File: src/rtl/qam_axi_write_sched.sv
// qam_axi_write_sched: buffers combined I/Q samples in a small FIFO and writes them one
// at a time to a circular SRAM window over AXI4-Lite. Optional one-shot fill: QAM_WSCHED_ONESHOT_EN.
module qam_axi_write_sched #(
   parameter int unsigned       ADDR_W      = 32,
   parameter int unsigned       DATA_W      = 32,
   parameter logic [ADDR_W-1:0] BASE_ADDR   = '0,
   parameter int unsigned       DEPTH_WORDS = 1024,
   parameter int unsigned       FIFO_DEPTH  = 8
) (
   input  logic              clk,
   input  logic              reset,
   input  logic              enable,
   input  logic              s_valid,
   input  logic [DATA_W-1:0] s_data,
   output logic [ADDR_W-1:0] M_AXI_AWADDR,
   output logic [2:0]        M_AXI_AWPROT,
   output logic              M_AXI_AWVALID,
   input  logic              M_AXI_AWREADY,
   output logic [DATA_W-1:0] M_AXI_WDATA,
   output logic [3:0]        M_AXI_WSTRB,
   output logic              M_AXI_WVALID,
   input  logic              M_AXI_WREADY,
   input  logic [1:0]        M_AXI_BRESP,
   input  logic              M_AXI_BVALID,
   output logic              M_AXI_BREADY,
   output logic [31:0]       wr_count,
   output logic              wrap_pulse,
   output logic              overflow,
   output logic              resp_err,
   output logic              busy
);

   localparam int unsigned   PW       = $clog2(DEPTH_WORDS);
   localparam int unsigned   FW       = $clog2(FIFO_DEPTH);
   localparam logic [PW-1:0] LAST_PTR = PW'(DEPTH_WORDS - 1);

   typedef enum logic [1:0] {
      S_IDLE,
      S_SEND,
      S_RESP
`ifdef QAM_WSCHED_ONESHOT_EN
      , S_DONE
`endif
   } state_t;

   state_t              state_q, state_d;
   logic                awvalid_q, awvalid_d, wvalid_q, wvalid_d, bready_q, bready_d;
   logic [ADDR_W-1:0]   awaddr_q, awaddr_d;
   logic [DATA_W-1:0]   wdata_q, wdata_d;
   logic [PW-1:0]       ptr_q, ptr_d;
   logic [31:0]         count_q, count_d;
   logic                err_q, err_d, wrap_q, wrap_d, ovf_q;
   logic                flush;
`ifdef QAM_WSCHED_ONESHOT_EN
   logic                seen_low_q, seen_low_d;
`endif

   logic [DATA_W-1:0]   fifo_mem [FIFO_DEPTH];
   logic [FW:0]         wr_idx, rd_idx;
   logic                fifo_empty, fifo_full, accepting, push_req, push, pop, drop;

   assign fifo_empty = (wr_idx == rd_idx);
   assign fifo_full  = (wr_idx[FW] != rd_idx[FW]) && (wr_idx[FW-1:0] == rd_idx[FW-1:0]);

`ifdef QAM_WSCHED_ONESHOT_EN
   assign accepting = enable && (state_q != S_DONE);
`else
   assign accepting = enable;
`endif
   assign push_req = s_valid && accepting;
   assign pop      = (state_q == S_IDLE) && enable && !fifo_empty;
   // A full FIFO still accepts when the head leaves in the same cycle.
   assign push     = push_req && (!fifo_full || pop);
   assign drop     = push_req && fifo_full && !pop;

   // NOTE: the sample store has no reset; an entry is only read after it has been written.
   always_ff @(posedge clk) begin
      if (push) fifo_mem[wr_idx[FW-1:0]] <= s_data;
   end

   // NOTE: every output written here gets a default first, so no path can infer a latch.
   always_comb begin
      state_d   = state_q;
      awvalid_d = awvalid_q;
      wvalid_d  = wvalid_q;
      bready_d  = bready_q;
      awaddr_d  = awaddr_q;
      wdata_d   = wdata_q;
      ptr_d     = ptr_q;
      count_d   = count_q;
      err_d     = err_q;
      wrap_d    = 1'b0;
      flush     = 1'b0;
`ifdef QAM_WSCHED_ONESHOT_EN
      seen_low_d = seen_low_q;
`endif
      unique case (state_q)
         S_IDLE: begin
            if (pop) begin
               wdata_d   = fifo_mem[rd_idx[FW-1:0]];
               awaddr_d  = BASE_ADDR + ADDR_W'({ptr_q, 2'b00});
               awvalid_d = 1'b1;
               wvalid_d  = 1'b1;
               state_d   = S_SEND;
            end
         end
         S_SEND: begin
            // Address and data channels retire independently, in either order.
            awvalid_d = awvalid_q && !M_AXI_AWREADY;
            wvalid_d  = wvalid_q && !M_AXI_WREADY;
            if (!awvalid_d && !wvalid_d) begin
               bready_d = 1'b1;
               state_d  = S_RESP;
            end
         end
         S_RESP: begin
            if (M_AXI_BVALID && bready_q) begin
               bready_d = 1'b0;
               if (count_q != 32'hFFFF_FFFF) count_d = count_q + 32'd1;
               if (M_AXI_BRESP != 2'b00) err_d = 1'b1;
               ptr_d   = ptr_q + 1'b1;
               wrap_d  = (ptr_q == LAST_PTR);
               state_d = S_IDLE;
`ifdef QAM_WSCHED_ONESHOT_EN
               if (ptr_q == LAST_PTR) begin
                  state_d    = S_DONE;
                  seen_low_d = 1'b0;
               end
`endif
            end
         end
`ifdef QAM_WSCHED_ONESHOT_EN
         S_DONE: begin
            // Restart needs a full enable 1->0->1 sequence after the window fills.
            if (!enable) begin
               seen_low_d = 1'b1;
            end else if (seen_low_q) begin
               seen_low_d = 1'b0;
               ptr_d      = '0;
               flush      = 1'b1;
               state_d    = S_IDLE;
            end
         end
`endif
         default: state_d = S_IDLE;
      endcase
   end

   // NOTE: sequential state uses <= so every register samples pre-edge values.
   always_ff @(posedge clk or negedge reset) begin
      if (!reset) begin
         state_q   <= S_IDLE;
         awvalid_q <= 1'b0;
         wvalid_q  <= 1'b0;
         bready_q  <= 1'b0;
         awaddr_q  <= BASE_ADDR;
         wdata_q   <= '0;
         ptr_q     <= '0;
         count_q   <= '0;
         err_q     <= 1'b0;
         wrap_q    <= 1'b0;
         ovf_q     <= 1'b0;
         wr_idx    <= '0;
         rd_idx    <= '0;
`ifdef QAM_WSCHED_ONESHOT_EN
         seen_low_q <= 1'b0;
`endif
      end else begin
         state_q   <= state_d;
         awvalid_q <= awvalid_d;
         wvalid_q  <= wvalid_d;
         bready_q  <= bready_d;
         awaddr_q  <= awaddr_d;
         wdata_q   <= wdata_d;
         ptr_q     <= ptr_d;
         count_q   <= count_d;
         err_q     <= err_d;
         wrap_q    <= wrap_d;
         if (drop) ovf_q <= 1'b1;
         if (flush) begin
            wr_idx <= '0;
            rd_idx <= '0;
         end else begin
            if (push) wr_idx <= wr_idx + 1'b1;
            if (pop)  rd_idx <= rd_idx + 1'b1;
         end
`ifdef QAM_WSCHED_ONESHOT_EN
         seen_low_q <= seen_low_d;
`endif
      end
   end

   assign M_AXI_AWADDR  = awaddr_q;
   assign M_AXI_AWPROT  = 3'b000;
   assign M_AXI_AWVALID = awvalid_q;
   assign M_AXI_WDATA   = wdata_q;
   assign M_AXI_WSTRB   = 4'hF;
   assign M_AXI_WVALID  = wvalid_q;
   assign M_AXI_BREADY  = bready_q;
   assign wr_count      = count_q;
   assign wrap_pulse    = wrap_q;
   assign overflow      = ovf_q;
   assign resp_err      = err_q;
   assign busy          = (state_q != S_IDLE) || !fifo_empty;

endmodule

File: config.mk
export PLATFORM = sky130hd
export DESIGN_NAME = qam_axi_write_sched
export DESIGN_NICKNAME = d
export VERILOG_FILES = /design/src/rtl/qam_axi_write_sched.sv
export SDC_FILE = /design/constraint.sdc
export NUM_CORES = 1
export LEC_CHECK = 0
export BUFFER_PORTS_ARGS = -buffer_cell sky130_fd_sc_hd__buf_4
export CAP_MARGIN = 20
export CORE_AREA = 2 2 232 234
export DETAILED_ROUTE_END_ITERATION = 6
export DIE_AREA = 0 0 234 236
export SLEW_MARGIN = 25
export SYNTH_ARGS = -nofsm -noshare
export SYNTH_HDL_FRONTEND = slang
export SYNTH_SLANG_ARGS = --single-unit
export TNS_END_PERCENT = 1
File: constraint.sdc
create_clock -name clk -period 6.7 [get_ports clk]
set_input_delay 1.005 -clock clk [delete_from_list [all_inputs] [get_ports clk]]
set_output_delay 1.005 -clock clk [all_outputs]
set_load 0.02 [all_outputs]
# ---- Word-level counts from Yosys, hierarchy flattened
# Memory sizes are Yosys's and may differ from the RTL's. A register that Yosys moved wholly into a read port is not among the register bits.
# Cells that the tools add are included.
dict set report classes {
  multipliers 0
  n_lt_le_gt_ge 0
  mux 14
  bitwise_logic 0
  n_addsub 4
  eq_ne 10
  reduce_logical 33
  div_mod_pow 0
  n_shift 0
}
# op n
set op_table {}
lappend op_table {{32-bit by 1-bit adder with 32-bit output, second input constant} 1}
lappend op_table {{32-bit inequality test, second input constant} 1}
lappend op_table {{3-bit AND reduction} 4}
lappend op_table {{1-bit logical AND} 11}
lappend op_table {{10-bit by 1-bit adder with 10-bit output, second input constant} 1}
lappend op_table {{10-bit == test, second input constant} 1}
lappend op_table {{4-bit by 1-bit adder with 4-bit output, second input constant} 2}
lappend op_table {{1-bit logical NOT} 8}
lappend op_table {{2-bit nonzero test} 4}
lappend op_table {{1-bit two-way mux} 7}
lappend op_table {{2-bit two-way mux} 3}
lappend op_table {{2-bit inequality test, second input constant} 3}
lappend op_table {{1-bit case mux with 2 select lines} 3}
lappend op_table {{2-bit case mux with 3 select lines} 1}
lappend op_table {{2-bit AND reduction} 3}
lappend op_table {{4-bit == test} 1}
lappend op_table {{3-bit == test} 1}
lappend op_table {{2-bit by 1-bit == test with 1-bit output, second input constant} 1}
lappend op_table {{2-bit == test, second input constant} 1}
lappend op_table {{2-bit logical NOT} 1}
lappend op_table {{1-bit logical OR} 2}
lappend op_table {{1-bit inequality test} 1}
dict set report word_totals {
  reg_bits 68
  latch_bits 0
  out_inout_bits 110
  rom_bits 0
  ramBits 256
  n_memories 1
  inputBits 41
}
# name words word_bits read_ports rd_clocked_by_memory_dff wr line
set mem_list {}
lappend mem_list {fifo_mem 8 32 1 1 1 58} ;# logic [DATA_W-1:0] fifo_mem [FIFO_DEPTH];

# ---- Depth between registers and ports, before layout
# Gate-level depths: netlist of run 1.
dict set report logic_depth {
  word_depth 7
  depth_mapped 8
}

# ---- Least setup slack after synthesis of run 1
# OpenSTA, ideal clock, no wires.
dict set report synth_path {
  path_kind {input port to flip-flop}
  from {input port s_valid}
  to {memory fifo_mem[2][0] (enable)}
  slack_ps 2422
  path_buffers 0
  arrival_time_ps 3810
  cell_stages 3
  setup_ps 468
  cell_sequence {o311a_1 nand2b_1 nor3b_1}
}
dict set report synth_via {
  elab_chain_len 4
}
# element line
set synth_lines {}
lappend synth_lines {{from (decl)} 13} ;# input logic s_valid,
lappend synth_lines {{1-bit logical AND} 70} ;# assign push_req = s_valid && accepting;
lappend synth_lines {{1-bit logical AND} 73} ;# assign push = push_req && (!fifo_full || pop);
lappend synth_lines {{1-bit two-way mux} 78} ;# if (push) fifo_mem[wr_idx[FW-1:0]] <= s_data;
lappend synth_lines {{1-bit two-way mux (not written as such)} 78}
lappend synth_lines {{to (decl)} 58}
# No other way between the ends.

# ---- Worst setup path in the final report of run 1
dict set report layout_path {
  from {register rd_idx[2]}
  to {output port busy}
}
dict set report layout_via {
  elab_chain_len 3
}
# element line
set layout_lines {}
lappend layout_lines {{from (decl)} 59} ;# logic [FW:0] wr_idx, rd_idx;
lappend layout_lines {{from (signal assigned)} 185} ;# if (pop) rd_idx <= rd_idx + 1'b1;
lappend layout_lines {{4-bit == test} 62} ;# assign fifo_empty = (wr_idx == rd_idx);
lappend layout_lines {{1-bit logical NOT} 204} ;# assign busy = (state_q != S_IDLE) || !fifo_empty;
lappend layout_lines {{1-bit logical OR} 204}
lappend layout_lines {{to (decl)} 30} ;# output logic busy
# No other way between the ends.

==> flow_summary.json, run 1 <==
{
  "coreArea_mm2": 0.0531,
  "cpMostUsedCell": "buf_4",
  "crit_path_top_delay_cell": "buf_4",
  "vias_per_cell": 4.32,
  "p_leak_nw": 6.20,
  "drc": 0,
  "ys.flop_type": "edfxtp_1",
  "setup_violations": 0,
  "yosys-top-cells-area": "edfxtp_1 (55%), dfrtp_1 (18%), mux4_2 (10%), xnor2_1 (2.6%), mux2i_1 (2.4%)",
  "die_y_um": 236,
  "ir_worst_vdd_mv": 0.234,
  "cp.required_ps": 5690,
  "cp_max_fo": 35,
  "power.density_mw_per_mm2": 388,
  "cpPeakStageDelay_ps": 550,
  "grt_pass1_wl_mm": 44.6,
  "async_flop_share_pct": 28.1,
  "dpl.hpwl_mm": 17.6,
  "fin_crit_sh_pct": 52.1,
  "cts_max_level": 2,
  "syn_to_final_growth_pct": 20.3,
  "port_buffers": 121,
  "pwr-share-comb_pct": 25.3,
  "place_area_mm2": 0.0157,
  "start_kind": "flop",
  "root_buffer": "clkbuf_16",
  "ios": 151,
  "synth_area_per_cell_um2": 17.5,
  "grt_util_all_layers_pct": 10.6,
  "syn_inst": 805,
  "crit_chain": "buf_4, xnor2_1, nand4_1, or3_1, buf_4",
  "switching_power_w": 0.00199,
  "fillerInstances": 5125,
  "hold_buffers": 0,
  "drt-pass1-iter-count": 4,
  "pwr-share-seq_pct": 44.5,
  "synth_edf_count": 256,
  "drtIter0Drc": 439,
  "hold_class": "flop to flop",
  "clkSinkCount": 356,
  "cp.depth": 5,
  "path_delay_family": "buffers and inverters",
  "cts_tree": "built",
  "cts_repair_resize_count": 0,
  "final_layout_size_suffix_gt1_share_pct": 28.1,
  "place_ws_ps": 3130,
  "maxCapViolCount": 0,
  "swShare_pct": 30.3,
  "synth_top_area_cell": "edfxtp_1",
  "crit_path_end_kind": "output pin",
  "clk_latency_ps": 540,
  "arrival_ps": 2480,
  "die_width_um": 234,
  "stdcell_count": 1663,
  "ys_seq_area_share_pct": 72.5,
  "grt.overflow.total": 0,
  "grt_max_degree": 78,
  "r2r_cells": 7,
  "clk_pin_slew_ps": 60,
  "worst-path-buf-inv": 2,
  "max_slew_margin_pct": 43.5,
  "grt_pass1_vias": 7230,
  "wire_per_inst_um": 17.5,
  "tightestPinTransition_ps": 848,
  "status": "completed",
  "cts_buffer_depth": 3,
  "synth_top_area_share_pct": 54.7,
  "skew_ps": 25.9,
  "synth-seq-cells": 356,
  "final_max_slew_viol_count": 0,
  "design.die.area_mm2": 0.0552,
  "numCtsBuffers": 36,
  "syn_area_mm2": 0.0141,
  "finalCriticalPeriod_ps": 3490,
  "place_congestion": 0.744,
  "postLayoutSetupSlackWorst_ps": 3210,
  "clock.fmax_ghz": 0.287,
  "critical_path_class": "flop to output pin",
  "holdPathStages": 2,
  "drt_wl_total_mm": 29.0,
  "tns_ps": 0,
  "place_inst": 1596,
  "hold_viol": 0,
  "rows": 85,
  "post_cts_buffers": 0,
  "p_int_w": 0.00457,
  "antenna_found_initial": 1,
  "ys_types": 47,
  "ys_warn_count": 0,
  "rsz0062_at_grt": "no",
  "diodes": 0,
  "initial_core_util_pct": 26.5,
  "clkPwrFrac_pct": 30.2,
  "fin_area_mm2": 0.0169,
  "nets": 984,
  "routed-via-count": 7180,
  "ant_nets": 0
}
==> flip-flops by register name, indices dropped and copies added (netlist names) <==
name	cells
fifo_mem	256
M_AXI_WDATA	32
wr_count	32
M_AXI_AWADDR	10
ptr_q	10
rd_idx	4
wr_idx	4
state_q	2
M_AXI_AWVALID	1
M_AXI_BREADY	1
M_AXI_WVALID	1
overflow	1
resp_err	1
wrap_pulse	1
==> synthesized netlist by cell type, types with 12 or more instances <==
library cell	n
xnor2_1	41
buf_4	30
mux2i_1	33
nand2_1	87
mux4_2	64
buf_2	18
o21ai_0	33
nand3_1	14
dfrtp_1	100
nor2_1	12
and3_1	13
nand4_1	24
edfxtp_1	256
==> stage by stage <==
stage	util, %	total power, W	hold WS [ps]
floorplan	-	0.00407	455
global placement	29.6	0.00466	461
detailed placement	29.6	0.00469	467
CTS	31.8	0.00669	480
global route	31.8	0.00692	501
finish	31.8	0.00656	479
==> placed cells by master (no fill, tap or decap), types with 3 or more instances in the layout <==
cell type / instances
nand2_1: 87
clkbuf_16: 38
edfxtp_1: 256
nand2b_1: 3
mux4_2: 64
and2_1: 3
nor2_1: 11
nor3_1: 4
dfrtp_1: 97
and3_1: 13
nor3b_2: 4
xor2_1: 6
inv_1: 3
clkinv_2: 6
conb_1: 29
a21oi_1: 3
clkinv_1: 5
xnor2_1: 41
buf_4: 132
and4_1: 3
nand4_1: 24
nand3_1: 13
clkbuf_1: 7
mux2i_1: 33
clkbuf_8: 4
o21ai_0: 33
ha_1: 4
==> area by class of cell <==
type                    instances  area, µm²  area share [%]
well taps                     696        871            5.15
inverters                       4       15.0          0.0888
flip-flops and latches        356      10200            60.3
repair buffers                133       1010            5.98
clock inverters                17        143           0.844
multi-input cells             408       3630            21.5
clock buffers                  49       1030            6.11
==> cell families after synthesis <==
kind of cell               synth area share (%)
muxes                                      12.8
other                                    0.0534
adders and majority gates                 0.356
DFF                                        72.5
and+or+nand+nor                            6.82
AOI/OAI and AO/OA                          1.71
xor gates and xnor gates                   2.93
buffers and inverters                      2.78
==> final timing paths <==
check / startpoint / end / slack, ps
max in group asynchronous: reset / M_AXI_WDATA[7] / 5000
setup / recovery: rd_idx[2] / busy / 3210
hold reg to reg: M_AXI_AWADDR[11] / M_AXI_AWADDR[11] / 480
hold / removal: M_AXI_AWADDR[11] / M_AXI_AWADDR[11] / 480
min in group asynchronous: reset / wrap_pulse / 510
setup reg to reg: rd_idx[2] / fifo_mem[0][29] / 3490
==> per-layer routing <==
layer | wire (µm) | track usage [%] | share of wire, %
met1 | 12600 | 14.0 | 43
met3 | 1760 | 2.57 | 6.1
met4 | 421 | 2.61 | 1.4
met5 | 12 | 0 | 0.041
met2 | 14200 | 17.3 | 49
==> worst min-delay path: stages, from the launching register on <==
cell and delay [ps]:
dfrtp_1 340, nand2_1 50, nand2_1 50
==> power by group through the flow <==
stage,clock network (W),logic [W],registers (W)
after CTS,0.00204,0.00168,0.00297
after floorplan,0,0.00109,0.00298
after global routing,0.00213,0.00182,0.00297
after detailed placement,0,0.00168,0.00301
after global placement,0,0.00166,0.00300
final,0.00198,0.00166,0.00292
(Power assumes the default switching activity.)
==> run 2: changes to the inputs <==
clock period = 3.2 ns   (was 6.7 ns; I/O delays follow)
==> run 2 against run 1 <==
  * Critical endpoint unchanged
  * Total power rose by 120%
  * Highest routed layer unchanged
  * Die area did not move
  * Sequential share of layout area down 0.62 points
  * Routed wire length increased by 1.6%
  * Largest power group unchanged
  * Via count up 1.6%
  * Setup slack worse by 2700 ps
  * Global-route usage grew 0.18 points
==> flow_summary.json, run 2 (synthesis gave the netlist of run 1 again) <==
{
  "switching_power_w": 0.00417,
  "ios": 151,
  "final_layout_size_suffix_gt1_share_pct": 28.6,
  "cp.required_ps": 2720,
  "place_ws_ps": 646,
  "drc": 0,
  "syn_to_final_growth_pct": 21.5,
  "numCtsBuffers": 37,
  "die_y_um": 236,
  "grt.overflow.total": 0,
  "design.die.area_mm2": 0.0552,
  "pwr-share-seq_pct": 41.8,
  "fin_crit_sh_pct": 84.1,
  "final_max_slew_viol_count": 0,
  "clk_latency_ps": 540,
  "cts_max_level": 2,
  "post_cts_buffers": 0,
  "pwr-share-comb_pct": 26.3,
  "cts_repair_resize_count": 0,
  "drtIter0Drc": 513,
  "arrival_ps": 2210,
  "drt-pass1-iter-count": 4,
  "tightestPinTransition_ps": 1010,
  "cts_buffer_depth": 3,
  "postLayoutSetupSlackWorst_ps": 509,
  "fin_area_mm2": 0.0171,
  "start_kind": "flop",
  "rows": 85,
  "largest_register_ffs": 256,
  "p_int_w": 0.0100,
  "hold_viol": 0,
  "hold_buffers": 0,
  "initial_core_util_pct": 26.5,
  "routed-via-count": 7297,
  "final_common_cell": "edfxtp_1",
  "clkPwrFrac_pct": 32.0,
  "clkSinkCount": 356,
  "crit_path_end_kind": "output pin",
  "grt_pass1_vias": 7677,
  "grt_util_all_layers_pct": 10.7,
  "place_area_mm2": 0.0158,
  "critical_path_class": "flop to output pin",
  "hold_class": "input pin to asynchronous set/reset pin",
  "skew_ps": 18.2,
  "place_congestion": 0.759,
  "wire_per_inst_um": 17.7,
  "setup_violations": 0,
  "ir_worst_vdd_mv": 0.505,
  "root_buffer": "clkbuf_16",
  "port_buffers": 121,
  "antenna_found_initial": 1,
  "ant_nets": 0,
  "dpl.hpwl_mm": 18.2,
  "drt_wl_total_mm": 29.5,
  "finalCriticalPeriod_ps": 2690,
  "power.density_mw_per_mm2": 830,
  "nets": 992,
  "clock.fmax_ghz": 0.372,
  "final-seq-area_mm2": 0.0102,
  "final_cell_mix": "edfxtp_1 (256), buf_4 (137), dfrtp_1 (97), nand2_1 (87), mux4_2 (64)",
  "diodes": 0,
  "clk_pin_slew_ps": 60,
  "grt_max_degree": 82,
  "rsz0062_at_grt": "no",
  "cts_tree": "built",
  "fillerInstances": 5116,
  "coreArea_mm2": 0.0531,
  "die_width_um": 234,
  "vias_per_cell": 4.36,
  "status": "completed",
  "maxCapViolCount": 0,
  "multi_input_area_mm2": 0.00362,
  "p_leak_nw": 6.30,
  "grt_pass1_wl_mm": 45.8,
  "swShare_pct": 29.4,
  "cp_max_fo": 11,
  "final_util_pct": 32.2,
  "max_slew_margin_pct": 32.9
}
run 2: path summary, 6_finish.rpt:
kind                          startpoint         endpoint  slack [ps]  cells after the start
setup / recovery               wr_idx[0]             busy         510                      4
hold / removal                     reset  M_AXI_AWADDR[7]           5                      1
setup reg to reg               wr_idx[0]   fifo_mem[7][8]         700                      5
hold reg to reg                 overflow         overflow         470                      1
max in group asynchronous          reset   M_AXI_WDATA[7]        2470                      2
min in group clk           M_AXI_AWREADY    M_AXI_AWVALID         130                      2
run 2: area by class of cell:
class,count,share of cell area (%)
flip-flops and latches,356,59.7
multi-input cells,408,21.2
repair buffers,140,6.32
clock buffers,51,6.04
well taps,696,5.10
clock inverters,17,1.51
inverters,4,0.0879
run 2: through the flow:
step / cells / power [W] / hold WS [ps] / TNS (ps)
3_3_place_gp: 1604 / 0.00982 / 461 / 0
2_1_floorplan: 832 / 0.00853 / 184 / -144770
6_report: 1672 / 0.0142 / 5.18 / 0
3_5_place_dp: 1604 / 0.00987 / 460 / 0
5_1_grt: 1672 / 0.0149 / 66.4 / 0
4_1_cts: 1672 / 0.0145 / 29.1 / 0
run 2: power groups by stage:
stage | combinational [W] | sequential (W) | clock, W
6_report | 0.00372 | 0.00592 | 0.00453
2_1_floorplan | 0.00229 | 0.00624 | 0
3_3_place_gp | 0.00383 | 0.00599 | 0
4_1_cts | 0.00386 | 0.00593 | 0.00467
3_5_place_dp | 0.00385 | 0.00602 | 0
5_1_grt | 0.00409 | 0.00599 | 0.00484
run 2: critical path: stages (launching register included):
cell and delay (ps):
dfrtp_1 600, xnor2_1 190, nand4_1 250, or3_1 450, buf_4 190
run 2: layer usage:
metal	wire, µm	GRT usage, %	vias to the layer above	part of all wire (%)
met2	14100	17.5	202	48
met3	1880	2.31	52	6.4
met5	11	0	-	0.037
met4	587	2.92	2	2.0
li1	-	-	3316	-
met1	12900	14.4	3725	44
==> run 3: changes to the inputs <==
clock period = 2.4 ns   (was 3.2 ns; I/O delays follow)
==> run 3 against run 2 <==
  * Register-to-register slack worse by 330 ps
  * Die area is the same
  * Setup slack worse by 400 ps
  * Count of clock-buffer cells in the layout increased by 5
  * Largest cell class unchanged
  * Largest power group unchanged
==> flow_summary.json, run 3 (synthesis gave the netlist of run 1 again) <==
{
  "final_max_slew_viol_count": 0,
  "hold_viol": 0,
  "rows": 85,
  "power.density_mw_per_mm2": 1090,
  "cts_buffer_depth": 3,
  "maxCapViolCount": 0,
  "status": "completed",
  "final_layout_size_suffix_gt1_share_pct": 30.6,
  "coreArea_mm2": 0.0531,
  "start_kind": "flop",
  "numCtsBuffers": 38,
  "clock.fmax_ghz": 0.436,
  "die_y_um": 236,
  "clk_pin_slew_ps": 60,
  "place_congestion": 0.770,
  "cp_max_fo": 3,
  "vias_per_cell": 4.35,
  "dpl.hpwl_mm": 18.8,
  "switching_power_w": 0.00571,
  "finalPower_w": 0.0189,
  "largest_register_ffs": 256,
  "design.die.area_mm2": 0.0552,
  "arrival_ps": 1930,
  "finalCriticalPeriod_ps": 2290,
  "fin_crit_sh_pct": 95.6,
  "drt_wl_total_mm": 30.1,
  "setup_violations": 0,
  "port_buffers": 121,
  "antenna_found_initial": 4,
  "clkSinkCount": 356,
  "cts_tree": "built",
  "pwr-share-comb_pct": 28.1,
  "cts_max_level": 2,
  "grt_util_all_layers_pct": 11.1,
  "swShare_pct": 30.3,
  "grt_pass1_wl_mm": 46.1,
  "ios": 151,
  "tns_ps": 0,
  "grt_pass1_vias": 7505,
  "drc": 0,
  "clk_latency_ps": 560,
  "diodes": 0,
  "pwr-share-seq_pct": 42.0,
  "p_leak_nw": 6.45,
  "final_cell_mix": "edfxtp_1 (256), buf_4 (149), dfrtp_1 (97), nand2_1 (86), mux4_2 (64)",
  "initial_core_util_pct": 26.5,
  "ant_nets": 0,
  "rsz0062_at_grt": "no",
  "tightestPinTransition_ps": 779,
  "nets": 1014,
  "grt_max_degree": 68,
  "drtIter0Drc": 474,
  "grt.overflow.total": 0,
  "crit_path_end_kind": "output pin",
  "p_int_w": 0.0132,
  "drt-pass1-iter-count": 4,
  "fillerInstances": 5063,
  "ir_worst_vdd_mv": 0.524,
  "skew_ps": 22.8,
  "critical_path_class": "flop to output pin",
  "routed-via-count": 7357,
  "hold_class": "input pin to flop",
  "die_width_um": 234,
  "max_slew_margin_pct": 48.1,
  "syn_to_final_growth_pct": 23.4,
  "final_common_cell": "edfxtp_1",
  "clkPwrFrac_pct": 29.9,
  "cp.required_ps": 2040,
  "root_buffer": "clkbuf_16",
  "wire_per_inst_um": 17.8
}
==> run 3: metal layers <==
metal	wire, µm	global-route usage, %	vias to the layer above
met3	1910	3.28	50
li1	-	-	3359
met1	13700	15.1	3758
met4	519	2.92	8
met5	45	0	-
met2	13900	17.2	182
==> run 3: worst max-delay path, cell delays in order, from the launching register on <==
cell and delay (ps):
dfrtp_4 520, xnor2_4 180, nand4_1 150, or3_4 370
buf_4 170
==> run 3: layout make-up <==
type                       count  area, µm²  share of cell area (%)
clock buffer                  56       1090                    6.28
clock inverter                11        109                   0.628
inverter                       4       15.0                  0.0866
multi-input combinational    408       3730                    21.5
sequential                   356      10200                    58.8
tap                          696        871                    5.02
timing repair buffer         161       1330                    7.66
==> run 3: final timing paths <==
kind / from / endpoint / slack, ps / depth (start not counted)
worst max-delay path: rd_idx[0] / busy / 110 / 4
worst min-delay path: s_data[31] / fifo_mem[6][31] / 30 / 1
worst max register to register: rd_idx[0] / fifo_mem[2][6] / 370 / 6
worst min register to register: M_AXI_AWADDR[10] / M_AXI_AWADDR[10] / 470 / 2
max in group asynchronous: reset / M_AXI_WDATA[30] / 1280 / 3
min in group asynchronous: reset / M_AXI_AWADDR[11] / 420 / 2
==> run 3: power groups by stage <==
stage          registers [W]  clock network, W  logic, W
2_1_floorplan        0.00831                 0   0.00317
5_1_grt              0.00802           0.00607   0.00581
6_report             0.00793           0.00564   0.00531
4_1_cts              0.00792           0.00583   0.00544
3_5_place_dp         0.00802                 0   0.00540
3_3_place_gp         0.00800                 0   0.00535
==> run 3: metrics by stage <==
step | hold WS (ps) | setup WS, ps | instances | utilization [%] | cell area, µm²
finish | 29.1 | 106 | 1692 | 32.7 | 17300
global route | 7.98 | 7.80 | 1692 | 32.7 | 17300
CTS | 1.98 | 42.3 | 1692 | 32.6 | 17300
detailed placement | 466 | 362 | 1621 | 30.3 | 16100
global placement | 462 | 390 | 1621 | 30.3 | 16100
floorplan | 64.4 | 6.91 | 832 | - | 14300
==> run 3: what timing repair did <==
item	4_1_cts	5_1_grt
setup endpoints to repair	1	1
pin swaps	1	1
hold buffers	3	0
endpoints found under the hold margin	45	0
setup buffers	1	0
gates resized for setup	2	4
